<file path="config.mk">
export PLATFORM = sky130hd
export DESIGN_NAME = tcp_vlg_tx_seg_mc_flat
export DESIGN_NICKNAME = d
export VERILOG_FILES = /design/src/rtl/tcp_vlg_tx_seg_mc_if.sv /design/src/rtl/tcp_vlg_tx_seg_mc.sv /design/src/flat_wrapper.sv
export SDC_FILE = /design/constraint.sdc
export NUM_CORES = 1
export LEC_CHECK = 0
export ABC_CLOCK_PERIOD_IN_PS = 6300
export BUFFER_PORTS_ARGS = -buffer_cell sky130_fd_sc_hd__buf_4
export CORE_ASPECT_RATIO = 1.25
export CORE_MARGIN = 4
export CORE_UTILIZATION = 58
export CTS_CLUSTER_DIAMETER = 150
export DETAILED_ROUTE_END_ITERATION = 12
export PLACE_DENSITY = 0.82
export SLEW_MARGIN = 20
export SYNTH_ARGS = -nofsm -noshare
export SYNTH_HDL_FRONTEND = slang
export SYNTH_SLANG_ARGS = --single-unit
export TNS_END_PERCENT = 50
</file>
<file path="constraint.sdc">
create_clock -name clk -period 6.3 [get_ports clk]
set_input_delay 0.315 -clock clk [delete_from_list [all_inputs] [get_ports clk]]
set_output_delay 0.315 -clock clk [all_outputs]
set_load 0.02 [all_outputs]
</file>
<file path="src/rtl/tcp_vlg_tx_seg_mc_if.sv">
// rtl/tcp_vlg_tx_seg_mc_if.sv - per-channel byte streams and shared descriptor port
interface tcp_vlg_tx_seg_mc_if #(
  parameter int N  = 4,
  parameter int CW = (N > 1) ? $clog2(N) : 1
);
  logic [N-1:0]    ch_rst;
  logic [N-1:0]    val;
  logic [N*8-1:0]  dat;
  logic [N*32-1:0] seq;
  logic [N-1:0]    flush;
  logic [N-1:0]    cts;
  logic            pkt_val;
  logic            pkt_rdy;
  logic [CW-1:0]   pkt_ch;
  logic [31:0]     pkt_start;
  logic [15:0]     pkt_len;
  logic [15:0]     pkt_cks;

  modport slave (
    input  ch_rst, val, dat, seq, flush, pkt_rdy,
    output cts, pkt_val, pkt_ch, pkt_start, pkt_len, pkt_cks
  );

  modport master (
    output ch_rst, val, dat, seq, flush, pkt_rdy,
    input  cts, pkt_val, pkt_ch, pkt_start, pkt_len, pkt_cks
  );
endinterface

</file>
<file path="src/rtl/tcp_vlg_tx_seg_mc.sv">
// rtl/tcp_vlg_tx_seg_mc.sv - multi-channel TCP tx segmenter with payload checksum
// Each channel cuts its byte stream into segments; a round-robin arbiter emits descriptors.
module tcp_vlg_tx_seg_mc #(
  parameter int N          = 4,
  parameter int MTU        = 1500,
  parameter int WAIT_TICKS = 20
) (
  input  logic               clk,
  input  logic               rst,
  tcp_vlg_tx_seg_mc_if.slave bus
);
  localparam int              CW     = (N > 1) ? $clog2(N) : 1;
  localparam int              TW     = $clog2(WAIT_TICKS + 1);
  localparam logic [15:0]     MSS    = 16'(MTU - 40);
  localparam logic [TW-1:0]   WAIT_L = TW'(WAIT_TICKS);

  typedef enum logic [1:0] {S_IDLE, S_ACC, S_PEND} state_e;

  state_e        state_q [N];
  state_e        state_d [N];
  logic [31:0]   start_q [N];
  logic [31:0]   start_d [N];
  logic [15:0]   len_q   [N];
  logic [15:0]   len_d   [N];
  logic [15:0]   cks_q   [N];
  logic [15:0]   cks_d   [N];
  logic [TW-1:0] timer_q [N];
  logic [TW-1:0] timer_d [N];

  logic [CW-1:0] rr_q, rr_d;
  logic          pkt_val_q, pkt_val_d;
  logic [CW-1:0] pkt_ch_q, pkt_ch_d;
  logic [31:0]   pkt_start_q, pkt_start_d;
  logic [15:0]   pkt_len_q, pkt_len_d;
  logic [15:0]   pkt_cks_q, pkt_cks_d;

  logic          hs;
  logic [N-1:0]  cand;
  logic [CW-1:0] nxt;
  logic [CW-1:0] search;
  logic [CW-1:0] idx;
  logic [CW-1:0] sel;
  logic          found;
  logic [N-1:0]  cts_w;

  // Even-offset bytes land in the high half; end-around carry folds back in.
  function automatic logic [15:0] cks_add(input logic [15:0] s, input logic [7:0] b,
                                          input logic odd);
    logic [16:0] sum;
    sum = {1'b0, s} + {1'b0, (odd ? {8'h00, b} : {b, 8'h00})};
    return sum[15:0] + {15'd0, sum[16]};
  endfunction

  assign hs = pkt_val_q && bus.pkt_rdy;

  always_comb begin
    for (int i = 0; i < N; i++) begin
      state_d[i] = state_q[i];
      start_d[i] = start_q[i];
      len_d[i]   = len_q[i];
      cks_d[i]   = cks_q[i];
      timer_d[i] = timer_q[i];
      unique case (state_q[i])
        S_IDLE: begin
          if (bus.val[i]) begin
            state_d[i] = (bus.flush[i] || MSS == 16'd1) ? S_PEND : S_ACC;
            start_d[i] = bus.seq[i*32 +: 32];
            len_d[i]   = 16'd1;
            cks_d[i]   = {bus.dat[i*8 +: 8], 8'h00};
            timer_d[i] = '0;
          end
        end
        S_ACC: begin
          if (bus.val[i]) begin
            len_d[i]   = len_q[i] + 16'd1;
            cks_d[i]   = cks_add(cks_q[i], bus.dat[i*8 +: 8], len_q[i][0]);
            timer_d[i] = '0;
            if (bus.flush[i] || (len_q[i] + 16'd1) == MSS) state_d[i] = S_PEND;
          end else begin
            timer_d[i] = timer_q[i] + 1'b1;
            if (bus.flush[i] || (timer_q[i] + 1'b1) == WAIT_L) state_d[i] = S_PEND;
          end
        end
        S_PEND: begin
          if (hs && pkt_ch_q == CW'(i)) state_d[i] = S_IDLE;
        end
        default: state_d[i] = S_IDLE;
      endcase
      if (bus.ch_rst[i]) begin
        state_d[i] = S_IDLE;
        len_d[i]   = '0;
        cks_d[i]   = '0;
        timer_d[i] = '0;
      end
      cts_w[i] = (state_q[i] != S_PEND);
    end
  end

  // A channel being granted or cleared this cycle is not eligible for the next slot.
  always_comb begin
    nxt    = (int'(pkt_ch_q) == N - 1) ? '0 : pkt_ch_q + 1'b1;
    search = hs ? nxt : rr_q;
    rr_d   = hs ? nxt : rr_q;
    for (int i = 0; i < N; i++) begin
      cand[i] = (state_q[i] == S_PEND) && !bus.ch_rst[i] && !(hs && pkt_ch_q == CW'(i));
    end
    found = 1'b0;
    sel   = '0;
    idx   = '0;
    for (int k = 0; k < N; k++) begin
      idx = CW'((int'(search) + k) % N);
      if (!found && cand[idx]) begin
        found = 1'b1;
        sel   = idx;
      end
    end

    pkt_val_d   = pkt_val_q;
    pkt_ch_d    = pkt_ch_q;
    pkt_start_d = pkt_start_q;
    pkt_len_d   = pkt_len_q;
    pkt_cks_d   = pkt_cks_q;
    if (!pkt_val_q || hs) begin
      pkt_val_d = found;
      if (found) begin
        pkt_ch_d    = sel;
        pkt_start_d = start_q[sel];
        pkt_len_d   = len_q[sel];
        pkt_cks_d   = cks_q[sel];
      end
    end else if (bus.ch_rst[pkt_ch_q]) begin
      pkt_val_d = 1'b0;
    end
  end

  always_ff @(posedge clk) begin
    if (rst) begin
      for (int i = 0; i < N; i++) begin
        state_q[i] <= S_IDLE;
        start_q[i] <= '0;
        len_q[i]   <= '0;
        cks_q[i]   <= '0;
        timer_q[i] <= '0;
      end
      rr_q        <= '0;
      pkt_val_q   <= 1'b0;
      pkt_ch_q    <= '0;
      pkt_start_q <= '0;
      pkt_len_q   <= '0;
      pkt_cks_q   <= '0;
    end else begin
      for (int i = 0; i < N; i++) begin
        state_q[i] <= state_d[i];
        start_q[i] <= start_d[i];
        len_q[i]   <= len_d[i];
        cks_q[i]   <= cks_d[i];
        timer_q[i] <= timer_d[i];
      end
      rr_q        <= rr_d;
      pkt_val_q   <= pkt_val_d;
      pkt_ch_q    <= pkt_ch_d;
      pkt_start_q <= pkt_start_d;
      pkt_len_q   <= pkt_len_d;
      pkt_cks_q   <= pkt_cks_d;
    end
  end

  assign bus.cts       = cts_w;
  assign bus.pkt_val   = pkt_val_q;
  assign bus.pkt_ch    = pkt_ch_q;
  assign bus.pkt_start = pkt_start_q;
  assign bus.pkt_len   = pkt_len_q;
  assign bus.pkt_cks   = pkt_cks_q;
endmodule

</file>
<file path="src/flat_wrapper.sv">
// flat-port wrapper written by rule: the top's interface ports become plain ports
module tcp_vlg_tx_seg_mc_flat 
#(
  parameter int N          = 4,
  parameter int MTU        = 1500,
  parameter int WAIT_TICKS = 20
)
  (clk, rst, bus_ch_rst, bus_val, bus_dat, bus_seq, bus_flush, bus_pkt_rdy, bus_cts, bus_pkt_val, bus_pkt_ch, bus_pkt_start, bus_pkt_len, bus_pkt_cks);
  tcp_vlg_tx_seg_mc_if #(.N(N)) bus_i ();
  input  logic clk;
  input  logic rst;
  input wire logic [$bits(bus_i.ch_rst)-1:0] bus_ch_rst;
  input wire logic [$bits(bus_i.val)-1:0] bus_val;
  input wire logic [$bits(bus_i.dat)-1:0] bus_dat;
  input wire logic [$bits(bus_i.seq)-1:0] bus_seq;
  input wire logic [$bits(bus_i.flush)-1:0] bus_flush;
  input wire logic [$bits(bus_i.pkt_rdy)-1:0] bus_pkt_rdy;
  output wire logic [$bits(bus_i.cts)-1:0] bus_cts;
  output wire logic [$bits(bus_i.pkt_val)-1:0] bus_pkt_val;
  output wire logic [$bits(bus_i.pkt_ch)-1:0] bus_pkt_ch;
  output wire logic [$bits(bus_i.pkt_start)-1:0] bus_pkt_start;
  output wire logic [$bits(bus_i.pkt_len)-1:0] bus_pkt_len;
  output wire logic [$bits(bus_i.pkt_cks)-1:0] bus_pkt_cks;
  assign bus_i.ch_rst = bus_ch_rst;
  assign bus_i.val = bus_val;
  assign bus_i.dat = bus_dat;
  assign bus_i.seq = bus_seq;
  assign bus_i.flush = bus_flush;
  assign bus_i.pkt_rdy = bus_pkt_rdy;
  assign bus_cts = bus_i.cts;
  assign bus_pkt_val = bus_i.pkt_val;
  assign bus_pkt_ch = bus_i.pkt_ch;
  assign bus_pkt_start = bus_i.pkt_start;
  assign bus_pkt_len = bus_i.pkt_len;
  assign bus_pkt_cks = bus_i.pkt_cks;
  tcp_vlg_tx_seg_mc #(.N(N), .MTU(MTU), .WAIT_TICKS(WAIT_TICKS)) u_core (.clk(clk), .rst(rst), .bus(bus_i));
endmodule
</file>
# [After elaboration in Yosys (flattened, before gate mapping)]
# Memory sizes are Yosys's and may differ from the RTL's. A register that Yosys moved wholly into a read port is not among the register bits.
# Cells that the tools add are included.
[classes] multipliers=0 div=0 mux=137 shifts=0 magnitude_cmp=5 n_eq_ne=32 n_addsub=20 reduce_logical=48 bitwise_logic=20
[op_table] cell="two-way mux 16 bit" count=36
[op_table] cell="two-way mux 32 bit" count=12
[op_table] cell="one-hot mux 16 bit (2 select lines)" count=8
[op_table] cell="two-way mux 5 bit" count=16
[op_table] cell="two-way mux 2 bit" count=38
[op_table] cell="adder 16 x 16 -> 17 bit" count=4
[op_table] cell="adder 16 x 1 -> 16 bit" count=4
[op_table] cell="adder 16 x 1 -> 16 bit (second input constant)" count=4
[op_table] cell="== test 16 x 11 -> 1 bit (second input constant)" count=4
[op_table] cell="one-hot mux 5 bit (2 select lines)" count=4
[op_table] cell="one-hot mux 2 bit (3 select lines)" count=4
[op_table] cell="adder 5 x 1 -> 5 bit (second input constant)" count=4
[op_table] cell="== test 5 bit (second input constant)" count=4
[op_table] cell="bitwise OR 1 bit" count=20
[op_table] cell="logical AND 1 bit" count=16
[op_table] cell="inequality test 2 bit (second input constant)" count=8
[op_table] cell="less-than comparator 2 x 3 -> 1 bit (second input constant)" count=5
[op_table] cell="two-way mux 1 bit" count=14
[op_table] cell="== test 2 x 1 -> 1 bit (second input constant)" count=6
[op_table] cell="== test 2 bit (second input constant)" count=6
[op_table] cell="logical NOT 1 bit" count=12
[op_table] cell="AND reduction 3 bit" count=4
[op_table] cell="binary-select mux 1 bit (select 2 bit)" count=5
[op_table] cell="logical NOT 2 bit" count=5
[op_table] cell="other kinds (6)" count=19
[word_totals] n_memories=5 latch_bits=0 elab_cells=270 ff_bits=5 mem_bits_ro=0 in_bits=175 output_inout_bits=71 ram_bits=284
[mem_list] name="u_core.start_q" words=4 word_bits=32 rd=1 rd_ports_with_merged_regs=1 wr=4 line_no="tcp_vlg_tx_seg_mc.sv:21" source="logic [31:0] start_q [N];"
[mem_list] name="u_core.cks_q" words=4 word_bits=16 rd=5 rd_ports_with_merged_regs=1 wr=4 line_no="tcp_vlg_tx_seg_mc.sv:25" source="logic [15:0] cks_q [N];"
[mem_list] name="u_core.len_q" words=4 word_bits=16 rd=5 rd_ports_with_merged_regs=1 wr=4 line_no="tcp_vlg_tx_seg_mc.sv:23" source="logic [15:0] len_q [N];"
[mem_list] name="u_core.timer_q" words=4 word_bits=5 rd=4 rd_ports_with_merged_regs=0 wr=4 line_no="tcp_vlg_tx_seg_mc.sv:27" source="logic [TW-1:0] timer_q [N];"
[mem_list] name="u_core.state_q" words=4 word_bits=2 rd=4 rd_ports_with_merged_regs=0 wr=4 line_no="tcp_vlg_tx_seg_mc.sv:19" source="state_e state_q [N];"

# [Depth between registers and ports, before layout]
# Gate-level depths: netlist (run 1).
[depth] depth_word=17 depth_mapped=25 mapped_depth_nobuf=22

# [Least setup slack after synthesis (run 1)]
# Ideal clock, no wire load.
[synth_timing] path_kind="register -> register" start="memory u_core.len_q[0][0]" end="memory u_core.cks_q[0][9]" arrival_ps=4986 required_time_ps=6229 setup_time_ps=71 period_less_slack_ps=5056 path_slack_ps=1244 stages_incl_launch_ff=24 path_buffers=3 path_cell_list="dfxtp_1 clkbuf_1 clkbuf_1 and2_1 ha_1 inv_1 fa_1 nor2b_1 o31a_1 o2111a_1 o21ai_0 a21oi_1 a21o_1 a21o_1 ha_1 nor2b_1 nand2b_1 nor3_1 o2111ai_1 or3_1 buf_2 or3_1 a311o_1 a21oi_1"
[synth_lines] element="from (decl)" line_no="tcp_vlg_tx_seg_mc.sv:23"
[synth_lines] element="to (decl)" line_no="tcp_vlg_tx_seg_mc.sv:25"

==> flow_metrics.env, run 1 <==
export IMPL_finalNetCount=3139
export IMPL_hold_start="bus_seq[40]"
export IMPL_synth_cell_type_count=91
export IMPL_antenna_found_initial=0
export IMPL_post_layout_nonfiller_instances=3384
export IMPL_drt_pass1_iterations=8
export IMPL_num_vias=21456
export IMPL_crit_type="flip-flop to flip-flop"
export IMPL_detail_route_vias_per_cell=6.34
export IMPL_synth_top_cells_by_area="sky130_fd_sc_hd__dfxtp_1 21%, sky130_fd_sc_hd__edfxtp_1 18%, sky130_fd_sc_hd__nand2_1 7.3%"
export IMPL_total_setup_violations_reported_at_the_end_of_the_flow=0
export IMPL_critical_path_startpoint_type="flip-flop"
export IMPL_whs_path_depth=2
export IMPL_io_pins=246
export IMPL_fin_setup_tns_ps=0
export IMPL_grt_start_max_net_pins=96
export IMPL_cell_area_power_density_mw_per_mm2=217
export IMPL_overflow=0
export IMPL_wirelength_um=68500
export IMPL_synth_enable_flop_cells=128
export IMPL_cellLeakagePower_nw=9.92
export IMPL_synth_area_per_cell_um2=8.00
export IMPL_hold_violations=0
export IMPL_maxCapViolations=0
export IMPL_rows=79
export IMPL_floorplan_initialDensity=0.589
export IMPL_postSynthNetCount=3010
export IMPL_timing_reg2reg_worst_path_depth=19
export IMPL_min_period_ps=5160
export IMPL_worst_clock_skew_ps=13.4
export IMPL_postCtsResizedCells=0
export IMPL_tritoncts_clock_tree="done"
export IMPL_filler_cell_count=2966
export IMPL_r2r_start="u_core.len_q[0][0]$_SDFFE_PP0P_"
export IMPL_worst_pin_slew_ps=1070
export IMPL_reg2reg_to="u_core.cks_q[0][9]$_SDFFE_PP0P_"
export IMPL_asyncSetResetFlopFracSynth=0
export IMPL_die_area_mm2=0.0410
export IMPL_timing_critical_path_required_ps=6760
export IMPL_first_global_vias=20218
export IMPL_port_buffers=245
export IMPL_clk_transition_reported_paths_ps=70
export IMPL_die_width_um=182
export IMPL_synth_seq_cells=353
export IMPL_hpwlAfterDp_um=48700
export IMPL_level_count_of_the_clock_h_tree=2
export IMPL_route_detailed_drc=0
export IMPL_core_region_area_mm2=0.0373
export IMPL_cts_buffers_inserted=37
export IMPL_vdd_ir_drop_max_mv=0.252
export IMPL_hold_path_class="primary input to flip-flop"
export IMPL_synth_top_cell_area_share=0.205
export IMPL_fin_crit_sh=0.819
export IMPL_grt_first_pass_wirelength_um=106000
export IMPL_cts_buffer_depth=3
export IMPL_place_congestion=1.03
export IMPL_post_cts_hold_buffer_count=0
export IMPL_timing_max_transition_violations_final=0
export IMPL_post_cts_buffers=0
export IMPL_syn_inst=2742
export IMPL_run_status="finished clean"
export IMPL_final_layout_size_suffix_gt1_frac=0.132
export IMPL_detail_route_wl_per_cell_um=20.2
export IMPL_worst_endpoint_arrival_ps=5630
export IMPL_postRouteAntennaNets=0
export IMPL_floorplan_die_height_um=225
export IMPL_fin_total_pwr_mw=5.46
export IMPL_achievable_frequency_mhz=194
export IMPL_grt_setup_unrepaired="false"
export IMPL_clock_sink_count=353
export IMPL_yosysWarningCount=0
export IMPL_synth_area_leader_cell="sky130_fd_sc_hd__dfxtp_1"
export IMPL_relSlewSlack=0.281
export IMPL_hold_path_end="u_core.start_q[1][8]$_SDFFCE_PN0P_"
export IMPL_worstSkewPairLatency_ps=550
export IMPL_yosysSeqAreaShare=0.380
export IMPL_antenna_cells=0
export IMPL_netlist_area_mm2=0.0219
export IMPL_area_delta_synth_final_pct=14.6
export IMPL_endpoint_kind="flip-flop"
export IMPL_place_detailed_instances=3316
export IMPL_cell_at_the_root_of_the_clock_tree="sky130_fd_sc_hd__clkbuf_16"
export IMPL_grt_usage=0.316
export IMPL_drt_initial_drc_count=2288
export IMPL_critPathMaxFanout=23
export IMPL_reg2reg_setup_slack_ps=1140
export IMPL_postSynth_topFlopCell="sky130_fd_sc_hd__dfxtp_1"
kinds of logic after synthesis:
group	share of synthesized area
AND/OR/NAND/NOR	0.316
multiplexers	0.00718
buffers and inverters	0.0399
XOR/XNOR	0.0403
AO/OA/AOI/OAI	0.162
adder cells (fa/ha/maj)	0.0544
flip-flops	0.380
state kept, by name, indices dropped and copies added, names as in the netlist:
name	count
u_core.bus.pkt_cks	16
u_core.rr_q	2
u_core.bus.pkt_start	32
u_core.bus.pkt_len	16
u_core.cks_q	64
u_core.start_q	128
u_core.bus.pkt_val	1
u_core.state_q	8
u_core.bus.pkt_ch	2
u_core.len_q	64
u_core.timer_q	20
per-layer routing:
layer,track usage,part of all wire,routed length [um]
met5,0,0,0
met1,0.394,0.38,26300
met4,0.145,0.051,3490
met2,0.540,0.48,33100
met3,0.0492,0.082,5610
layout make-up:
type,count,area (um2),area share
timing repair buffer,271,2060,0.0818
tap,486,608,0.0242
multi-input combinational,2164,12800,0.508
clock inverter,17,154,0.00612
clock buffer,49,1040,0.0412
sequential,353,8350,0.332
inverter,44,165,0.00656
cells in the final DEF, fill, tap and decap left out, types with 56 or more instances in the layout:
master	n
sky130_fd_sc_hd__nand2_1	426
sky130_fd_sc_hd__buf_4	269
sky130_fd_sc_hd__nand3_1	239
sky130_fd_sc_hd__dfxtp_1	225
sky130_fd_sc_hd__nor2_1	212
sky130_fd_sc_hd__a21oi_1	194
sky130_fd_sc_hd__and2_1	175
sky130_fd_sc_hd__edfxtp_1	128
sky130_fd_sc_hd__o21ai_0	112
sky130_fd_sc_hd__ha_1	89
sky130_fd_sc_hd__nor2b_1	65
sky130_fd_sc_hd__xnor2_1	60
sky130_fd_sc_hd__nor3_1	59
sky130_fd_sc_hd__a22oi_1	56
critical path, cell delays in order (launching register included):
cell and delay (ps):
sky130_fd_sc_hd__dfxtp_1 300, sky130_fd_sc_hd__buf_4 200, sky130_fd_sc_hd__and2_1 160, sky130_fd_sc_hd__ha_1 350, sky130_fd_sc_hd__o21ai_0 150, sky130_fd_sc_hd__a21boi_0 430
sky130_fd_sc_hd__o2111a_1 340, sky130_fd_sc_hd__o21ai_0 110, sky130_fd_sc_hd__a21oi_1 220, sky130_fd_sc_hd__a21o_1 150, sky130_fd_sc_hd__a21o_1 160, sky130_fd_sc_hd__ha_1 150
sky130_fd_sc_hd__nor2b_1 210, sky130_fd_sc_hd__nand2b_1 130, sky130_fd_sc_hd__nor3_1 320, sky130_fd_sc_hd__o2111ai_1 250, sky130_fd_sc_hd__or3_1 580, sky130_fd_sc_hd__or3_1 420
sky130_fd_sc_hd__a311o_1 310, sky130_fd_sc_hd__a21oi_1 140
Yosys cell counts (19+ instances only):
| cell type | count |
|---|---|
| sky130_fd_sc_hd__nand3_1 | 240 |
| sky130_fd_sc_hd__and3_1 | 32 |
| sky130_fd_sc_hd__xor2_1 | 41 |
| sky130_fd_sc_hd__xnor2_1 | 60 |
| sky130_fd_sc_hd__nor2_1 | 212 |
| sky130_fd_sc_hd__a22oi_1 | 56 |
| sky130_fd_sc_hd__nand2_1 | 426 |
| sky130_fd_sc_hd__o211ai_1 | 19 |
| sky130_fd_sc_hd__or3_1 | 23 |
| sky130_fd_sc_hd__edfxtp_1 | 128 |
| sky130_fd_sc_hd__nand2b_1 | 23 |
| sky130_fd_sc_hd__nor2b_1 | 65 |
| sky130_fd_sc_hd__clkbuf_1 | 169 |
| sky130_fd_sc_hd__ha_1 | 89 |
| sky130_fd_sc_hd__nor3_1 | 63 |
| sky130_fd_sc_hd__nand4_1 | 36 |
| sky130_fd_sc_hd__dfxtp_1 | 225 |
| sky130_fd_sc_hd__a21o_1 | 19 |
| sky130_fd_sc_hd__and2_1 | 175 |
| sky130_fd_sc_hd__a211oi_1 | 19 |
| sky130_fd_sc_hd__o21ai_0 | 113 |
| sky130_fd_sc_hd__a21oi_1 | 194 |
| sky130_fd_sc_hd__inv_1 | 44 |
worst max-delay path by stage:
stage	startpoint	end	slack [ps]
floorplan	u_core.len_q[0][0]$_SDFFE_PP0P_	u_core.cks_q[0][9]$_SDFFE_PP0P_	1240
global placement	bus_dat[0]	u_core.cks_q[0][9]$_SDFFE_PP0P_	1340
detailed placement	bus_dat[0]	u_core.cks_q[0][9]$_SDFFE_PP0P_	1210
CTS	u_core.len_q[0][0]$_SDFFE_PP0P_	u_core.cks_q[0][9]$_SDFFE_PP0P_	1240
global route	u_core.len_q[0][0]$_SDFFE_PP0P_	u_core.cks_q[0][15]$_SDFFE_PP0P_	840
finish	u_core.len_q[0][0]$_SDFFE_PP0P_	u_core.cks_q[0][9]$_SDFFE_PP0P_	1140
through the flow:
step / setup slack, ps / util / area [um2] / hold WS (ps)
after global placement: 1340 / 0.642 / 23900 / 445
final: 1140 / 0.675 / 25200 / 39.8
after detailed placement: 1210 / 0.642 / 23900 / 450
after global routing: 845 / 0.675 / 25200 / 37.4
after floorplan: 1240 / - / 21900 / 449
after CTS: 1240 / 0.674 / 25100 / 23.6
power by group:
part	switching [mW]	internal [mW]
sequential	0.0496	2.47
combinational	0.487	0.290
clock	0.958	1.21
No activity file was read; power rests on OpenSTA's default activity.
==> inputs of run 2 (changes only) <==
--- a/config.mk
+++ b/config.mk
@@ -5,14 +5,14 @@
 export SDC_FILE = /design/constraint.sdc
 export NUM_CORES = 1
 export LEC_CHECK = 0
-export ABC_CLOCK_PERIOD_IN_PS = 6300
+export ABC_CLOCK_PERIOD_IN_PS = 4610
 export BUFFER_PORTS_ARGS = -buffer_cell sky130_fd_sc_hd__buf_4
 export CORE_ASPECT_RATIO = 1.25
 export CORE_MARGIN = 4
-export CORE_UTILIZATION = 58
+export CORE_UTILIZATION = 54
 export CTS_CLUSTER_DIAMETER = 150
 export DETAILED_ROUTE_END_ITERATION = 12
-export PLACE_DENSITY = 0.82
+export PLACE_DENSITY = 0.8
 export SLEW_MARGIN = 20
 export SYNTH_ARGS = -nofsm -noshare
 export SYNTH_HDL_FRONTEND = slang
==> constraint.sdc (replaced) <==
create_clock -name clk -period 4.61 [get_ports clk]
set_input_delay 0.2305 -clock clk [delete_from_list [all_inputs] [get_ports clk]]
set_output_delay 0.2305 -clock clk [all_outputs]
set_load 0.02 [all_outputs]
==> run 2 against run 1 <==
Against the previous run:
- the run now ends with negative hold slack left
- setup slack got worse by 940 ps
- clock power is 45% higher
- first-iteration DRC count rose by 12%
- combinational power is 56% higher
- global-route usage grew 1.2 points
- largest power group unchanged
- highest routed layer is now met5
==> flow_metrics.env, run 2 (same netlist as run 1, synthesis figures left out) <==
export IMPL_overflow=0
export IMPL_mostFrequentLayoutCells="425 x sky130_fd_sc_hd__nand2_1, 290 x sky130_fd_sc_hd__buf_4, 239 x sky130_fd_sc_hd__nand3_1, 223 x sky130_fd_sc_hd__dfxtp_1, 212 x sky130_fd_sc_hd__nor2_1"
export IMPL_antenna_found_initial=2
export IMPL_failed_checks="negative hold slack"
export IMPL_buffers_plus_inverters_on_the_worst_setup_path=1
export IMPL_cellLeakagePower_nw=10.6
export IMPL_power_switching_share=0.283
export IMPL_crit_type="flip-flop to flip-flop"
export IMPL_timing_critical_path_slowest_cell_delay_ps=460
export IMPL_tritoncts_clock_tree="done"
export IMPL_hold_path_class="primary input to flip-flop"
export IMPL_wirelength_um=76000
export IMPL_relSlewSlack=0.247
export IMPL_fin_crit_sh=0.958
export IMPL_worst_endpoint_arrival_ps=4900
export IMPL_power_clock_fraction=0.403
export IMPL_post_layout_nonfiller_instances=3605
export IMPL_postRouteAntennaNets=0
export IMPL_clock_sink_count=353
export IMPL_clk_transition_reported_paths_ps=70
export IMPL_floorplan_die_height_um=233
export IMPL_share_seq_of_total_power=0.442
export IMPL_worstSkewPairLatency_ps=590
export IMPL_fin_hold_ws_ps=-0.160
export IMPL_combPwrFrac=0.155
export IMPL_min_period_ps=4410
export IMPL_rows=82
export IMPL_level_count_of_the_clock_h_tree=2
export IMPL_finalNetCount=3296
export IMPL_cellInternalPower_mw=5.59
export IMPL_sequential_cell_area_mm2=0.00835
export IMPL_critical_path_startpoint_type="flip-flop"
export IMPL_detail_route_wl_per_cell_um=21.1
export IMPL_number_of_flip_flops_in_the_largest_register=128
export IMPL_largest_registers="u_core.start_q (128), u_core.cks_q (64), u_core.len_q (64)"
export IMPL_place_congestion=0.939
export IMPL_worst_pin_slew_ps=1130
export IMPL_num_vias=22897
export IMPL_critPathTopFamily="compound AO/OA/AOI/OAI gates"
export IMPL_die_width_um=188
export IMPL_place_detailed_instances=3393
export IMPL_area_delta_synth_final_pct=22.9
export IMPL_endpoint_kind="flip-flop"
export IMPL_achievable_frequency_mhz=227
export IMPL_grt_usage=0.328
export IMPL_worst_clock_skew_ps=43.3
export IMPL_filler_cell_count=2989
export IMPL_detail_route_vias_per_cell=6.35
export IMPL_floorplan_initialDensity=0.547
export IMPL_vdd_ir_drop_max_mv=0.434
export IMPL_route_detailed_drc=0
export IMPL_cts_buffer_depth=3
export IMPL_hold_violations=1
export IMPL_grt_start_max_net_pins=65
export IMPL_p_sw_mw=2.20
export IMPL_port_buffers=245
export IMPL_first_global_vias=22153
export IMPL_run_status="finished, violations left"
export IMPL_critPathMaxFanout=8
export IMPL_multi_input_area_mm2=0.0129
export IMPL_mostFrequentLayoutCell="sky130_fd_sc_hd__nand2_1"
export IMPL_timing_max_transition_violations_final=0
export IMPL_critical_path_cell_chain="and2_1 -> ha_2 -> inv_1 -> fa_2 -> nor2b_2 -> o31a_1 -> o2111a_1 -> o21ai_0 -> a21oi_1 -> a21o_1 -> a21o_1 -> ha_1 -> nor2b_4 -> nand2b_4 -> nor3_4 -> o2111ai_2 -> or3_4 -> or3_1 -> a311o_1 -> a21oi_1"
export IMPL_drt_pass1_iterations=6
export IMPL_die_area_mm2=0.0440
export IMPL_cell_area_power_density_mw_per_mm2=289
export IMPL_io_pins=246
export IMPL_largest_register="u_core.start_q"
export IMPL_timing_critical_path_required_ps=5100
export IMPL_grt_first_pass_wirelength_um=118000
export IMPL_drt_initial_drc_count=2558
export IMPL_hpwlAfterDp_um=49800
export IMPL_core_region_area_mm2=0.0401
export IMPL_maxCapViolations=0
export IMPL_cts_buffers_inserted=37
export IMPL_total_setup_violations_reported_at_the_end_of_the_flow=0
export IMPL_final_layout_size_suffix_gt1_frac=0.140
export IMPL_critical_path_slowest_cell="sky130_fd_sc_hd__or3_4"
export IMPL_cell_at_the_root_of_the_clock_tree="sky130_fd_sc_hd__clkbuf_16"
[run 2: timing repair]
action / CTS / global route
cloned: 0 / 0
pin swaps: 0 / 22
endpoints found under the setup margin: 7 / 26
hold buffers: 134 / 0
setup buffers: 0 / 8
resized for setup: 4 / 29
hold endpoints to repair: 134 / 0
[run 2: path summary, 6_finish.rpt]
kind	start	end	slack, ps	cells after the start
max	u_core.len_q[0][0]$_SDFFE_PP0P_	u_core.cks_q[0][9]$_SDFFE_PP0P_	200	20
min	bus_seq[56]	u_core.start_q[1][24]$_SDFFCE_PN0P_	-0.2	2
max reg2reg	u_core.len_q[0][0]$_SDFFE_PP0P_	u_core.cks_q[0][9]$_SDFFE_PP0P_	200	20
min reg2reg	u_core.bus.pkt_cks[9]$_SDFFE_PP0P_	u_core.bus.pkt_cks[9]$_SDFFE_PP0P_	460	2
[run 2: stage by stage]
step | util | total power [mW] | instance area [um2] | setup WS, ps | TNS, ps
finish | 0.672 | 7.80 | 27000 | 196 | 0
global route | 0.672 | 7.99 | 27000 | -15.9 | -30.5
CTS | 0.668 | 7.68 | 26800 | 9.24 | 0
detailed placement | 0.603 | 4.55 | 24200 | -77.0 | -278
global placement | 0.603 | 4.52 | 24200 | 112 | 0
floorplan | - | 4.14 | 22000 | -20.9 | -20.9
[run 2: area by class of cell]
type,instances,share of cell area
inverters,44,0.00612
clock inverters,23,0.0104
well taps,546,0.0253
clock buffers,45,0.0354
repair buffers,428,0.133
flip-flops and latches,353,0.310
diodes,2,0.000186
multi-input cells,2164,0.480
[run 2: worst register-to-register path, stage by stage, from the launching register on]
cell and delay (ps):
sky130_fd_sc_hd__dfxtp_2 340, sky130_fd_sc_hd__and2_1 130, sky130_fd_sc_hd__ha_2 180, sky130_fd_sc_hd__inv_1 60
sky130_fd_sc_hd__fa_2 360, sky130_fd_sc_hd__nor2b_2 140, sky130_fd_sc_hd__o31a_1 240, sky130_fd_sc_hd__o2111a_1 240
sky130_fd_sc_hd__o21ai_0 90, sky130_fd_sc_hd__a21oi_1 200, sky130_fd_sc_hd__a21o_1 140, sky130_fd_sc_hd__a21o_1 150
sky130_fd_sc_hd__ha_1 160, sky130_fd_sc_hd__nor2b_4 170, sky130_fd_sc_hd__nand2b_4 80, sky130_fd_sc_hd__nor3_4 200
sky130_fd_sc_hd__o2111ai_2 180, sky130_fd_sc_hd__or3_4 460, sky130_fd_sc_hd__or3_1 370, sky130_fd_sc_hd__a311o_1 330
sky130_fd_sc_hd__a21oi_1 130
[run 2: power by group through the flow]
stage | registers [mW] | clock network (mW) | logic (mW)
after floorplan | 3.50 | 0 | 0.644
after global placement | 3.50 | 0 | 1.02
final | 3.45 | 3.14 | 1.21
after detailed placement | 3.51 | 0 | 1.04
after CTS | 3.44 | 3.10 | 1.14
after global routing | 3.46 | 3.25 | 1.29
[run 2: metal layers]
layer | track usage | part of all wire | vias to the layer above
li1 | - | - | 10316
met1 | 0.379 | 0.36 | 10769
met2 | 0.568 | 0.48 | 1441
met3 | 0.0583 | 0.090 | 369
met4 | 0.202 | 0.073 | 2
met5 | 0 | 0.00017 | -
